===== src/rtl/mips_multicycle_control_if.sv =====
// Control/datapath bundle for the multicycle MIPS control unit.
// master = control unit, slave = datapath side (drives opcode and mem_ready).
interface mips_multicycle_control_if #(
  parameter int CNT_W = 32
);
  logic [5:0]       opcode;
  logic             mem_ready;
  logic [1:0]       ALUOp;
  logic [1:0]       ALUSrcB;
  logic [1:0]       PCSource;
  logic             RegDst;
  logic             MemtoReg;
  logic             MemRead;
  logic             MemWrite;
  logic             IorD;
  logic             RegWrite;
  logic             IRWrite;
  logic             PCWrite;
  logic             PCWriteCond;
  logic             ALUSrcA;
  logic [3:0]       state;
  logic [CNT_W-1:0] instr_count;
  logic             trap;
  logic             mem_error;

  modport master (
    input  opcode, mem_ready,
    output ALUOp, ALUSrcB, PCSource, RegDst, MemtoReg, MemRead, MemWrite, IorD,
           RegWrite, IRWrite, PCWrite, PCWriteCond, ALUSrcA,
           state, instr_count, trap, mem_error
  );

  modport slave (
    output opcode, mem_ready,
    input  ALUOp, ALUSrcB, PCSource, RegDst, MemtoReg, MemRead, MemWrite, IorD,
           RegWrite, IRWrite, PCWrite, PCWriteCond, ALUSrcA,
           state, instr_count, trap, mem_error
  );
endinterface


===== src/rtl/mips_multicycle_control.sv =====
// Multicycle MIPS control FSM with mem_ready wait states, memory timeout,
// illegal-opcode trap and a retired-instruction counter.
module mips_multicycle_control #(
  parameter int MEM_TIMEOUT = 15,
  parameter int CNT_W       = 32,
  parameter int EN_ADDI     = 1
) (
  input  logic                       clock,
  input  logic                       reset_n,
  mips_multicycle_control_if.master  bus
);

  typedef enum logic [3:0] {
    FETCH  = 4'd0,
    DECODE = 4'd1,
    MEMADR = 4'd2,
    MEMRD  = 4'd3,
    MEMWB  = 4'd4,
    MEMWR  = 4'd5,
    EXEC   = 4'd6,
    ALUWB  = 4'd7,
    BRANCH = 4'd8,
    JUMP   = 4'd9,
    ADDIEX = 4'd10,
    ADDIWB = 4'd11,
    TRAP   = 4'd12
  } state_t;

  localparam logic [5:0] OP_R    = 6'b000000;
  localparam logic [5:0] OP_LW   = 6'b100011;
  localparam logic [5:0] OP_SW   = 6'b101011;
  localparam logic [5:0] OP_BEQ  = 6'b000100;
  localparam logic [5:0] OP_J    = 6'b000010;
  localparam logic [5:0] OP_ADDI = 6'b001000;

  // Stall counter only needs to reach MEM_TIMEOUT; it saturates beyond that.
  localparam int                 WCNT_W    = (MEM_TIMEOUT < 1) ? 1 : $clog2(MEM_TIMEOUT + 1);
  localparam logic [WCNT_W-1:0]  W_TIMEOUT = WCNT_W'(MEM_TIMEOUT);
  localparam logic [WCNT_W-1:0]  W_MAX     = {WCNT_W{1'b1}};

  state_t             r_state;
  state_t             w_next_base;
  state_t             w_next;
  state_t             w_dec_state;
  logic [WCNT_W-1:0]  r_wcnt;
  logic [CNT_W-1:0]   r_instr_count;
  logic               r_mem_error;
  logic               w_wait;
  logic               w_timeout;
  logic               w_retire;

  always_comb begin
    w_next_base = r_state;
    case (r_state)
      FETCH:  w_next_base = bus.mem_ready ? DECODE : FETCH;
      DECODE: begin
        case (bus.opcode)
          OP_LW, OP_SW: w_next_base = MEMADR;
          OP_R:         w_next_base = EXEC;
          OP_BEQ:       w_next_base = BRANCH;
          OP_J:         w_next_base = JUMP;
          OP_ADDI:      w_next_base = (EN_ADDI != 0) ? ADDIEX : TRAP;
          default:      w_next_base = TRAP;
        endcase
      end
      MEMADR: begin
        case (bus.opcode)
          OP_LW:   w_next_base = MEMRD;
          OP_SW:   w_next_base = MEMWR;
          default: w_next_base = TRAP;
        endcase
      end
      MEMRD:  w_next_base = bus.mem_ready ? MEMWB : MEMRD;
      MEMWR:  w_next_base = bus.mem_ready ? FETCH : MEMWR;
      EXEC:   w_next_base = ALUWB;
      ADDIEX: w_next_base = ADDIWB;
      MEMWB, ALUWB, BRANCH, JUMP, ADDIWB: w_next_base = FETCH;
      TRAP:   w_next_base = TRAP;
      default: w_next_base = TRAP;
    endcase

    w_wait    = (r_state == FETCH) || (r_state == MEMRD) || (r_state == MEMWR);
    w_timeout = (MEM_TIMEOUT > 0) && w_wait && !bus.mem_ready && (r_wcnt == W_TIMEOUT);
    w_next    = w_timeout ? TRAP : w_next_base;
    // FETCH only re-enters itself by stalling, so any arrival there retires.
    w_retire  = (w_next == FETCH) && (r_state != FETCH);
  end

  always_ff @(posedge clock or negedge reset_n) begin
    if (!reset_n) begin
      r_state       <= FETCH;
      r_wcnt        <= {WCNT_W{1'b0}};
      r_instr_count <= {CNT_W{1'b0}};
      r_mem_error   <= 1'b0;
    end else begin
      r_state <= w_next;
      if (w_next != r_state) begin
        r_wcnt <= {WCNT_W{1'b0}};
      end else if (w_wait && !bus.mem_ready && (r_wcnt != W_MAX)) begin
        r_wcnt <= r_wcnt + WCNT_W'(1);
      end else begin
        r_wcnt <= r_wcnt;
      end
      if (w_retire) begin
        r_instr_count <= r_instr_count + CNT_W'(1);
      end else begin
        r_instr_count <= r_instr_count;
      end
      if (w_timeout) begin
        r_mem_error <= 1'b1;
      end else begin
        r_mem_error <= r_mem_error;
      end
    end
  end

  // Decoding TRAP while reset_n is low forces every control to 0 immediately.
  always_comb begin
    w_dec_state     = reset_n ? r_state : TRAP;
    bus.ALUOp       = 2'b00;
    bus.ALUSrcB     = 2'b00;
    bus.PCSource    = 2'b00;
    bus.RegDst      = 1'b0;
    bus.MemtoReg    = 1'b0;
    bus.MemRead     = 1'b0;
    bus.MemWrite    = 1'b0;
    bus.IorD        = 1'b0;
    bus.RegWrite    = 1'b0;
    bus.IRWrite     = 1'b0;
    bus.PCWrite     = 1'b0;
    bus.PCWriteCond = 1'b0;
    bus.ALUSrcA     = 1'b0;
    case (w_dec_state)
      FETCH: begin
        bus.MemRead = 1'b1;
        bus.ALUSrcB = 2'b01;
        bus.IRWrite = bus.mem_ready;
        bus.PCWrite = bus.mem_ready;
      end
      DECODE: bus.ALUSrcB = 2'b11;
      MEMADR, ADDIEX: begin
        bus.ALUSrcA = 1'b1;
        bus.ALUSrcB = 2'b10;
      end
      MEMRD: begin
        bus.MemRead = 1'b1;
        bus.IorD    = 1'b1;
      end
      MEMWB: begin
        bus.MemtoReg = 1'b1;
        bus.RegWrite = 1'b1;
      end
      MEMWR: begin
        bus.MemWrite = 1'b1;
        bus.IorD     = 1'b1;
      end
      EXEC: begin
        bus.ALUSrcA = 1'b1;
        bus.ALUOp   = 2'b10;
      end
      ALUWB: begin
        bus.RegDst   = 1'b1;
        bus.RegWrite = 1'b1;
      end
      BRANCH: begin
        bus.ALUSrcA     = 1'b1;
        bus.ALUOp       = 2'b01;
        bus.PCWriteCond = 1'b1;
        bus.PCSource    = 2'b01;
      end
      JUMP: begin
        bus.PCWrite  = 1'b1;
        bus.PCSource = 2'b10;
      end
      ADDIWB: bus.RegWrite = 1'b1;
      TRAP:   bus.RegWrite = 1'b0;
      default: bus.RegWrite = 1'b0;
    endcase
  end

  assign bus.state       = r_state;
  assign bus.trap        = (r_state == TRAP);
  assign bus.instr_count = r_instr_count;
  assign bus.mem_error   = r_mem_error;

endmodule


===== src/flat_wrapper.sv =====
// flat-port wrapper written by rule: the top's interface ports become plain ports
module mips_multicycle_control_flat 
#(
  parameter int MEM_TIMEOUT = 15,
  parameter int CNT_W       = 32,
  parameter int EN_ADDI     = 1
)
  (clock, reset_n, bus_opcode, bus_mem_ready, bus_ALUOp, bus_ALUSrcB, bus_PCSource, bus_RegDst, bus_MemtoReg, bus_MemRead, bus_MemWrite, bus_IorD, bus_RegWrite, bus_IRWrite, bus_PCWrite, bus_PCWriteCond, bus_ALUSrcA, bus_state, bus_instr_count, bus_trap, bus_mem_error);
  mips_multicycle_control_if #(.CNT_W(CNT_W)) bus_i ();
  input  logic clock;
  input  logic reset_n;
  input wire logic [$bits(bus_i.opcode)-1:0] bus_opcode;
  input wire logic [$bits(bus_i.mem_ready)-1:0] bus_mem_ready;
  output wire logic [$bits(bus_i.ALUOp)-1:0] bus_ALUOp;
  output wire logic [$bits(bus_i.ALUSrcB)-1:0] bus_ALUSrcB;
  output wire logic [$bits(bus_i.PCSource)-1:0] bus_PCSource;
  output wire logic [$bits(bus_i.RegDst)-1:0] bus_RegDst;
  output wire logic [$bits(bus_i.MemtoReg)-1:0] bus_MemtoReg;
  output wire logic [$bits(bus_i.MemRead)-1:0] bus_MemRead;
  output wire logic [$bits(bus_i.MemWrite)-1:0] bus_MemWrite;
  output wire logic [$bits(bus_i.IorD)-1:0] bus_IorD;
  output wire logic [$bits(bus_i.RegWrite)-1:0] bus_RegWrite;
  output wire logic [$bits(bus_i.IRWrite)-1:0] bus_IRWrite;
  output wire logic [$bits(bus_i.PCWrite)-1:0] bus_PCWrite;
  output wire logic [$bits(bus_i.PCWriteCond)-1:0] bus_PCWriteCond;
  output wire logic [$bits(bus_i.ALUSrcA)-1:0] bus_ALUSrcA;
  output wire logic [$bits(bus_i.state)-1:0] bus_state;
  output wire logic [$bits(bus_i.instr_count)-1:0] bus_instr_count;
  output wire logic [$bits(bus_i.trap)-1:0] bus_trap;
  output wire logic [$bits(bus_i.mem_error)-1:0] bus_mem_error;
  assign bus_i.opcode = bus_opcode;
  assign bus_i.mem_ready = bus_mem_ready;
  assign bus_ALUOp = bus_i.ALUOp;
  assign bus_ALUSrcB = bus_i.ALUSrcB;
  assign bus_PCSource = bus_i.PCSource;
  assign bus_RegDst = bus_i.RegDst;
  assign bus_MemtoReg = bus_i.MemtoReg;
  assign bus_MemRead = bus_i.MemRead;
  assign bus_MemWrite = bus_i.MemWrite;
  assign bus_IorD = bus_i.IorD;
  assign bus_RegWrite = bus_i.RegWrite;
  assign bus_IRWrite = bus_i.IRWrite;
  assign bus_PCWrite = bus_i.PCWrite;
  assign bus_PCWriteCond = bus_i.PCWriteCond;
  assign bus_ALUSrcA = bus_i.ALUSrcA;
  assign bus_state = bus_i.state;
  assign bus_instr_count = bus_i.instr_count;
  assign bus_trap = bus_i.trap;
  assign bus_mem_error = bus_i.mem_error;
  mips_multicycle_control #(.MEM_TIMEOUT(MEM_TIMEOUT), .CNT_W(CNT_W), .EN_ADDI(EN_ADDI)) u_core (.clock(clock), .reset_n(reset_n), .bus(bus_i));
endmodule

===== config.mk =====
export PLATFORM = sky130hd
export DESIGN_NAME = mips_multicycle_control_flat
export DESIGN_NICKNAME = d
export VERILOG_FILES = /design/src/rtl/mips_multicycle_control_if.sv /design/src/rtl/mips_multicycle_control.sv /design/src/flat_wrapper.sv
export SDC_FILE = /design/constraint.sdc
export NUM_CORES = 1
export LEC_CHECK = 0
export ABC_AREA = 1
export CAP_MARGIN = 10
export CORE_MARGIN = 2
export CORE_UTILIZATION = 45
export CTS_BUF_LIST = sky130_fd_sc_hd__clkbuf_2 sky130_fd_sc_hd__clkbuf_4 sky130_fd_sc_hd__clkbuf_8
export CTS_CLUSTER_SIZE = 20
export DETAILED_ROUTE_END_ITERATION = 7
export PLACE_DENSITY = 0.71
export REMOVE_ABC_BUFFERS = 1
export SLEW_MARGIN = 40
export SYNTH_ARGS = -nofsm -noshare
export SYNTH_HDL_FRONTEND = slang
export SYNTH_SLANG_ARGS = --single-unit

===== constraint.sdc =====
create_clock -name clock -period 1.9 [get_ports clock]
set_input_delay 0.38 -clock clock [delete_from_list [all_inputs] [get_ports clock]]
set_output_delay 0.38 -clock clock [all_outputs]
set_load 0.01 [all_outputs]

Word-level counts from Yosys, hierarchy flattened:

Index checks and enable logic that the tools add are counted.

* $add $sub $neg: 2
* equal/unequal tests: 31
* multiplexer cells: 23
* reduce and logical (&&, ||, !) cells: 20

Operators by type and width (count)
* 4-bit equality test, second input constant: 10
* 32-bit by 1-bit adder with 32-bit output, second input constant: 1
* 4-bit by 3-bit equality test with 1-bit output, second input constant: 8
* 4-bit one-hot mux with 8 select lines: 1
* 4-bit one-hot mux with 5 select lines: 1
* 4-bit by 2-bit equality test with 1-bit output, second input constant: 4
* 4-bit 2-to-1 mux: 4
* 6-bit equality test, second input constant: 2
* 4-bit zero test: 3
* 1-bit 2-to-1 mux: 10
* 4-bit by 1-bit equality test with 1-bit output, second input constant: 2
* 2-bit one-hot mux with 2 select lines: 2
* 4-bit one-hot mux with 2 select lines: 1
* 2-bit OR reduction: 4
* 6-bit by 2-bit equality test with 1-bit output, second input constant: 1
* 6-bit by 3-bit equality test with 1-bit output, second input constant: 1
* 6-bit by 4-bit equality test with 1-bit output, second input constant: 1
* 6-bit zero test: 1
* 3-bit 2-to-1 mux: 2
* 2-bit one-hot mux with 3 select lines: 1
* 5-bit OR reduction: 1
* 4-bit by 1-bit adder with 4-bit output, second input constant: 1
* 1-bit logical AND: 4
* 4-bit inequality test: 1
* other kinds (8): 9

* bits in registers: 41
* input bits: 9
* output and inout bits: 54
* word-level logic and storage cells: 80

Longest topological paths before layout:

Gate-level depths: netlist (run 1).

* depth after elaboration: 8
* gate-level depth with buffers: 14
* mapped depth without buffers: 13

Worst setup path before layout (run 1):

OpenSTA, ideal clock, no wires.

* kind: reg-to-reg
* start: register u_core.r_state[3] (netlist: u_core.bus.state[3])
* end: register u_core.r_instr_count[21] (netlist: u_core.bus.instr_count[21])
* arrival: 1.613 ns
* data required time: 1.783 ns
* path slack: 0.170 ns
* cell stages (with the launch flop): 14
* path buffers: 2
* period minus slack after synthesis: 1.730 ns
* cells stage by stage: dfrtp_1 -> buf_2 -> nor2_4 -> nand2_1 -> nand3_2 -> nand3_2 -> nand2_2 -> nor2_4 -> nand3_4 -> inv_2 -> nand2_2 -> buf_4 -> nand2_1 -> nand2_1

* word-level cells in the longest chain between the ends: 8

RTL lines
* from (decl): RTL line mips_multicycle_control.sv:41 `state_t r_state;`
* from (signal assigned): RTL line mips_multicycle_control.sv:96 `r_state <= w_next;`
* parallel branches: the longest is 7 deep, another holds 4-bit one-hot mux with 8 select lines
* 1-bit logical AND *: RTL line mips_multicycle_control.sv:86 `w_retire = (w_next == FETCH) && (r_state != FETCH);`
* to (signal assigned): RTL line mips_multicycle_control.sv:93 `r_instr_count <= {CNT_W{1'b0}};`
* to (signal assigned): RTL line mips_multicycle_control.sv:105 `r_instr_count <= r_instr_count + CNT_W'(1);`
* to (signal assigned): RTL line mips_multicycle_control.sv:107 `r_instr_count <= r_instr_count;`
* to (decl): RTL line mips_multicycle_control.sv:46 `logic [CNT_W-1:0] r_instr_count;`

Mark *: on every way between the ends.
A chain may end at the register's enable or synchronous reset.

Worst setup path in the final report (run 1):

* start: register u_core.r_state[2] (netlist: u_core.bus.state[2])
* end: register u_core.r_instr_count[30] (netlist: u_core.bus.instr_count[30])

Same word-level chain as after synthesis.

==> metrics.csv, run 1 <==
stage;metric;value;unit
critical_path;r2r_setup_slack;-170;ps
placed_design;hpwl;6180;µm
power;p_leak;2.30;nW
critical_path;cp.arrival;2260;ps
floorplan;io_pins;63;
finish;areaGrowthSynthToFinish;56.4;%
critical_path;reg2regPathDepth;13;
sta;min_period;2070;ps
sta;finalMaxSlewViolations;0;
finish;nFillCells;474;
sta;fin_ws;-166;ps
route;vias;3293;
grt;grt_usage;24.7;%
floorplan;initial_utilization;46.3;%
grt;antenna_found_initial;0;
sta;tightestPinTransition;411;ps
power;power.density;396;nW/µm²
grt;grt_max_degree;30;
placed_design;gp_congestion;0.940;
clock_network;cts_root_buffer;clkbuf_8;
clock_network;cts_max_path_buffers;2;
clock_network;ctsHtreeMaxLevel;2;
yosys;synthesis.instances;435;
clock_network;numClockSinks;41;
clock_network;cts.reportedPaths.clkPinSlew;90;ps
yosys;synth_edf_count;0;
critical_path;start_kind;register;
sta;hold_viol_final;0;
sta;fmax;484;MHz
critical_path;regToRegEndpoint;u_core.bus.instr_count[30];
route;drc;0;
placed_design;port_buffers;62;
status;violations;negative setup slack;
floorplan;die_area;7150;µm²
yosys;ys_seq_area_share;35.1;%
yosys;async_flop_share;100;%
finish;drive_above_1_share;31.1;%
status;outcome;complete, but fails checks;
finish;final_cells;640;
critical_path;end_kind;register;
placed_design;dp_slack;-409;ps
critical_path;r2r_start;u_core.bus.state[2];
yosys;avgSynthCellArea;6.72;µm²
clock_network;cts_hold_buf;0;
finish;diodes;0;
critical_path;worstSetupPathType;register to register;
sta;post-route-period-util;109;%
run;maxCapViolCount;0;
route;drtAntennaViolNets;0;
route;wire_per_inst;14.6;µm
floorplan;dieHeight;84.6;µm
critical_path;path_max_fanout;4;
yosys;synth_flop_cell;dfrtp_1;
floorplan;die_w;84.6;µm
yosys;yosysWarnings;0;
sta;finClkSkew;7.53;ps
sta;finalSetupViolCount;37;
sta;slew_headroom;72.6;%
critical_path;endpoint;u_core.bus.instr_count[30];
yosys;ys_seq_elements;41;
sta;rsz0062_at_grt;yes;
route;first_pass_iters;5;
grt;overflow;0;
critical_path;cp.required;2100;ps
worst_hold_path;worst_hold_path_type;input pin to asynchronous set/reset pin;
finish;fin_util;72.4;%
route;drt-total-wl;9360;µm
critical_path;startpoint;u_core.bus.state[2];
yosys;synth.distinct_cells;31;
clock_network;tritoncts;built;
placed_design;dp_cells;610;
route;drt-initial-drc-count;183;
finish;nets;573;
floorplan;core_area;6310;µm²
power;ir_worst_vdd;0.390;mV
floorplan;rows;29;
clock_network;clk_latency;300;ps
route;routed_via_density;5.15;
grt;grt_pass1_wl;14500;µm
yosys;synthesis.area;2920;µm²
clock_network;numCtsBuffers;5;
grt;grt_pass1_vias;3222;
cell type report:
type                    instances  area (µm²)  share of cell area [%]
flip-flops and latches         41        1030                    22.6
multi-input cells             339        1910                    41.7
repair buffers                129        1220                    26.7
inverters                      46         175                    3.83
well taps                      77        96.3                    2.11
clock inverters                 3        68.8                    1.51
clock buffers                   5        68.8                    1.51
power breakdown:
part           total (W)  switching, W  leakage [nW]  internal [W]
registers       0.000872             0         0.533      0.000872
logic          0.0000722     0.0000443          1.70     0.0000278
clock network   0.000867      0.000338        0.0687      0.000529
total            0.00181      0.000383          2.30       0.00143
routing by layer:
metal	track usage, %	routed length, µm
met5	0	0
met4	9.09	304
met2	45.0	4840
met3	3.93	599
met1	29.1	3620
worst min path at each step:
stage	startpoint	endpoint	slack (ps)	cells after the start
after floorplan	reset_n	u_core.bus.instr_count[0]	80	0
final	reset_n	u_core.bus.instr_count[10]	150	2
after CTS	reset_n	u_core.bus.instr_count[9]	150	2
after global placement	reset_n	u_core.bus.state[1]	450	2
after global routing	reset_n	u_core.bus.instr_count[19]	170	2
after detailed placement	u_core.bus.mem_error	u_core.bus.mem_error	460	1
cell usage after synthesis (2+ instances only):
cell / number / share of area [%]
nand4_1: 8 / 1.7
nand3_1: 26 / 4.5
nor2_4: 4 / 1.5
xor2_1: 16 / 4.8
nand3_2: 2 / 0.69
buf_4: 7 / 1.8
ha_1: 2 / 0.86
dfrtp_1: 41 / 35
nand2_2: 3 / 0.64
a21oi_1: 3 / 0.51
inv_2: 7 / 0.90
inv_1: 38 / 4.9
nor3b_1: 2 / 0.51
xnor2_1: 16 / 4.8
nor2_1: 49 / 6.3
nor3_1: 20 / 3.4
nor2_2: 4 / 0.86
nand2_1: 163 / 21
o21ai_1: 10 / 1.7
o21ai_0: 3 / 0.51
worst max-delay path: stages (launching register included):
cell and delay [ps]:
dfrtp_2 440, nor2_4 60, buf_6 120, buf_6 110
buf_6 100, nand3_2 50, nand2_1 50, nand3b_1 220
nor2_4 170, nand3_4 90, nor2_4 200, buf_12 150
clkbuf_16 140, o21ai_1 50
state kept, by name (all words and copies together), names as in the netlist:
register / cells
u_core.r_wcnt: 4
u_core.bus.state: 4
u_core.bus.instr_count: 32
u_core.bus.mem_error: 1
through the flow:
stage                     setup TNS [ps]  hold slack (ps)  total power (W)  area (µm²)
after floorplan                        0             84.4         0.000904        2850
after global placement            -12550              451         0.000953        3950
after detailed placement          -14250              460         0.000955        3950
after CTS                          -2790              150          0.00182        4330
after global routing               -7630              169          0.00187        4570
final                              -3670              150          0.00181        4570
cells in the final DEF (no fill, tap or decap), drive strengths merged, types with 2 or more instances in the layout:
cell | Yosys | final
nor3 | 20 | 20
dlymetal6s2s | 0 | 3
xor2 | 16 | 16
bufinv | 0 | 2
xnor2 | 16 | 16
buf | 9 | 77
nand4 | 8 | 8
clkbuf | 0 | 11
o21ai | 13 | 13
clkdlybuf4s50 | 0 | 41
inv | 45 | 47
dfrtp | 41 | 41
nand3 | 29 | 29
a21oi | 3 | 3
ha | 2 | 2
nand2 | 166 | 166
nor3b | 2 | 2
nor2 | 57 | 57
cells by family (layout without fill, tap and decap cells):
family | Yosys count | after routing | synth area share (%)
AOI/OAI and AO/OA | 20 | 20 | 3.81
xor gates and xnor gates | 32 | 32 | 9.59
adders and majority gates | 2 | 2 | 0.856
buffers and inverters | 55 | 183 | 8.27
DFF | 41 | 41 | 35.1
and+or+nand+nor | 285 | 285 | 42.4
repair_timing:
action | in CTS | in global routing
cloned | 2 | 2
endpoints found under the setup margin | 52 | 50
resized for setup | 79 | 68
pin swaps | 12 | 22
setup buffers | 11 | 8
(Power assumes the default switching activity.)
==> run 2, diff against run 1 <==
- CORE_ASPECT_RATIO: unset -> 1.1
- CORE_MARGIN: 2 -> 1.5
==> metrics.csv, run 2 (synthesis results as in run 1) <==
stage;metric;value;unit;change
sta;finalMaxSlewViolations;0;;unchanged
route;drt-total-wl;9680;µm;+3.3%
finish;nets;562;;-1.9%
placed_design;hpwl;6320;µm;+2.3%
grt;overflow;0;;unchanged
critical_path;path_max_fanout;8;;+4
worst_hold_path;worst_hold_path_type;input pin to asynchronous set/reset pin;;
floorplan;rows;30;;+3.4%
floorplan;core_area;6230;µm²;-1.3%
route;drtAntennaViolNets;0;;unchanged
critical_path;regToRegEndpoint;u_core.bus.instr_count[21];;
critical_path;end_kind;register;;
sta;tightestPinTransition;343;ps;-67.6 ps
route;drc;0;;unchanged
finish;diodes;0;;unchanged
grt;grt_pass1_vias;3053;;-5.2%
finish;areaGrowthSynthToFinish;56.6;%;about the same
clock_network;cts_root_buffer;clkbuf_8;;
status;violations;negative setup slack;;
run;maxCapViolCount;0;;unchanged
clock_network;clk_latency;300;ps;about the same
power;power.density;366;nW/µm²;-7.7%
finish;final_common_cell;nand2_1;;
floorplan;initial_utilization;46.9;%;+0.61 points
sta;min_period;2010;ps;-55.5 ps
clock_network;cts_max_path_buffers;2;;unchanged
sta;fin_hold_ws;193;ps;+43.2 ps
finish;largest_reg_flops;32;;unchanged
placed_design;gp_congestion;0.889;;-5.4%
critical_path;worstSetupPathType;input pin to register;;
finish;drive_above_1_share;33.0;%;+1.9 points
power;p_leak;2.20;nW;-4.5%
critical_path;reg2regPathDepth;13;;unchanged
grt;grt_pass1_wl;14300;µm;-0.95%
clock_network;tritoncts;built;;
floorplan;io_pins;63;;unchanged
route;vias;3361;;+2.1%
grt;grt_usage;26.4;%;+1.7 points
route;first_pass_iters;5;;unchanged
sta;finalSetupViolCount;37;;unchanged
placed_design;dp_slack;-358;ps;+50.8 ps
critical_path;r2r_start;u_core.bus.state[1];;
route;drt-initial-drc-count;168;;-8.2%
clock_network;numClockSinks;41;;unchanged
status;outcome;complete, but fails checks;;
critical_path;start_kind;input pin;;
route;wire_per_inst;15.3;µm;+4.7%
power;ir_worst_vdd;0.347;mV;-11%
sta;fmax;497;MHz;+2.8%
floorplan;dieHeight;87.5;µm;+3.5%
clock_network;ctsHtreeMaxLevel;2;;unchanged
sta;finClkSkew;11.5;ps;+4.01 ps
floorplan;die_w;79.8;µm;-5.6%
sta;fin_ws;-110;ps;+55.5 ps
sta;post-route-period-util;106;%;-2.9 points
finish;fin_util;73.4;%;+1.0 points
sta;hold_viol_final;0;;unchanged
placed_design;port_buffers;62;;unchanged
sta;rsz0062_at_grt;yes;;
clock_network;cts_hold_buf;0;;unchanged
clock_network;cts.reportedPaths.clkPinSlew;90;ps;about the same
critical_path;r2r_setup_slack;-100;ps;+70 ps
critical_path;cp.required;2130;ps;+30 ps
finish;area.sequential;1030;µm²;-0.12%
finish;final_cell_mix;nand2_1 (124), clkdlybuf4s50_1 (38), buf_4 (38), dfrtp_1 (38), nand2_2 (35);;
finish;nFillCells;499;;+5.3%
finish;multi_input_area;1990;µm²;+4.2%
route;routed_via_density;5.32;;+3.4%
sta;slew_headroom;76.9;%;+4.3 points
clock_network;numCtsBuffers;5;;unchanged
grt;grt_max_degree;33;;+10%
grt;antenna_found_initial;0;;unchanged
critical_path;cp.arrival;2240;ps;-20 ps
floorplan;die_area;6990;µm²;-2.3%
==> run 2: changes by cell type in the layout (fill, tap and decap cells not counted), sizes merged <==
cell           before  now
inv                47   46
dlymetal6s2s        3    6
bufinv              2    1
clkbuf             11   12
clkdlybuf4s15       1    0
buf                77   62
clkinvlp            0    1
clkinv              0    1
clkdlybuf4s50      41   38
dlygate4sd2         1    5
==> run 2: layout make-up <==
| class | instances | share of cell area (%) |
|---|---|---|
| Clock buffer | 5 | 1.50 |
| Clock inverter | 3 | 1.01 |
| Inverter | 46 | 3.99 |
| Multi-Input combinational cell | 339 | 43.5 |
| Sequential cell | 41 | 22.5 |
| Tap cell | 80 | 2.19 |
| Timing Repair Buffer | 118 | 25.3 |
==> run 2: per-stage QoR <==
| step | power [W] | TNS, ps | cell area (µm²) | cells |
|---|---|---|---|---|
| global route | 0.00173 | -5880 | 4570 | 632 |
| detailed placement | 0.000957 | -12670 | 3930 | 610 |
| CTS | 0.00167 | -32.2 | 4170 | 625 |
| global placement | 0.000955 | -11580 | 3930 | 610 |
| finish | 0.00167 | -2160 | 4570 | 632 |
| floorplan | 0.000904 | 0 | 2850 | 426 |
==> run 2: layer usage <==
layer  part of all wire, %  global-route usage [%]
met3                   5.3                    4.08
met2                    51                    46.2
met4                   3.5                    9.25
met1                    40                    33.2
met5                     0                       0
==> run 2: critical path: stages <==
cell             delay, ps
clkdlybuf4s50_1        470
nor2_4                 170
nand3_2                110
nand3_1                100
nand3b_1               150
nor2_4                 170
nand3_4                100
nor2_4                 230
clkbuf_16              210
nand2_1                 60
nand2_1                 80
==> run 2: repair_timing <==
item                                    4_1_cts  5_1_grt
gates resized for setup                      74       98
pin swaps                                     6       35
cloned                                        1        5
hold endpoints to repair                      0        0
setup buffers                                 6        2
endpoints found under the setup margin       52       49
==> run 2: report_power, final <==
group | leakage [nW] | switching [W] | internal, W
Sequential | 0.533 | 0 | 0.000872
Clock | 0.0543 | 0.000329 | 0.000393
Combinational | 1.61 | 0.0000499 | 0.0000296
Total | 2.20 | 0.000379 | 0.00129
==> run 2: how the worst max path moves through the flow <==
stage                              startpoint  slack, ps                    endpoint  depth (start not counted)
after global placement          bus_mem_ready       -370                 bus_PCWrite                          6
final                           bus_opcode[3]       -110  u_core.bus.instr_count[21]                         11
after global routing            bus_opcode[3]       -210  u_core.bus.instr_count[21]                         11
after CTS                       bus_opcode[1]        -20  u_core.bus.instr_count[30]                         13
after floorplan           u_core.bus.state[0]         40  u_core.bus.instr_count[10]                         11
after detailed placement        bus_mem_ready       -360                 bus_PCWrite                          6
==> run 3, diff against run 2 <==
- CAP_MARGIN: 10 -> unset
==> results of run 3 <==
No change in the layout: final DEF, timing and power equal those of run 2.
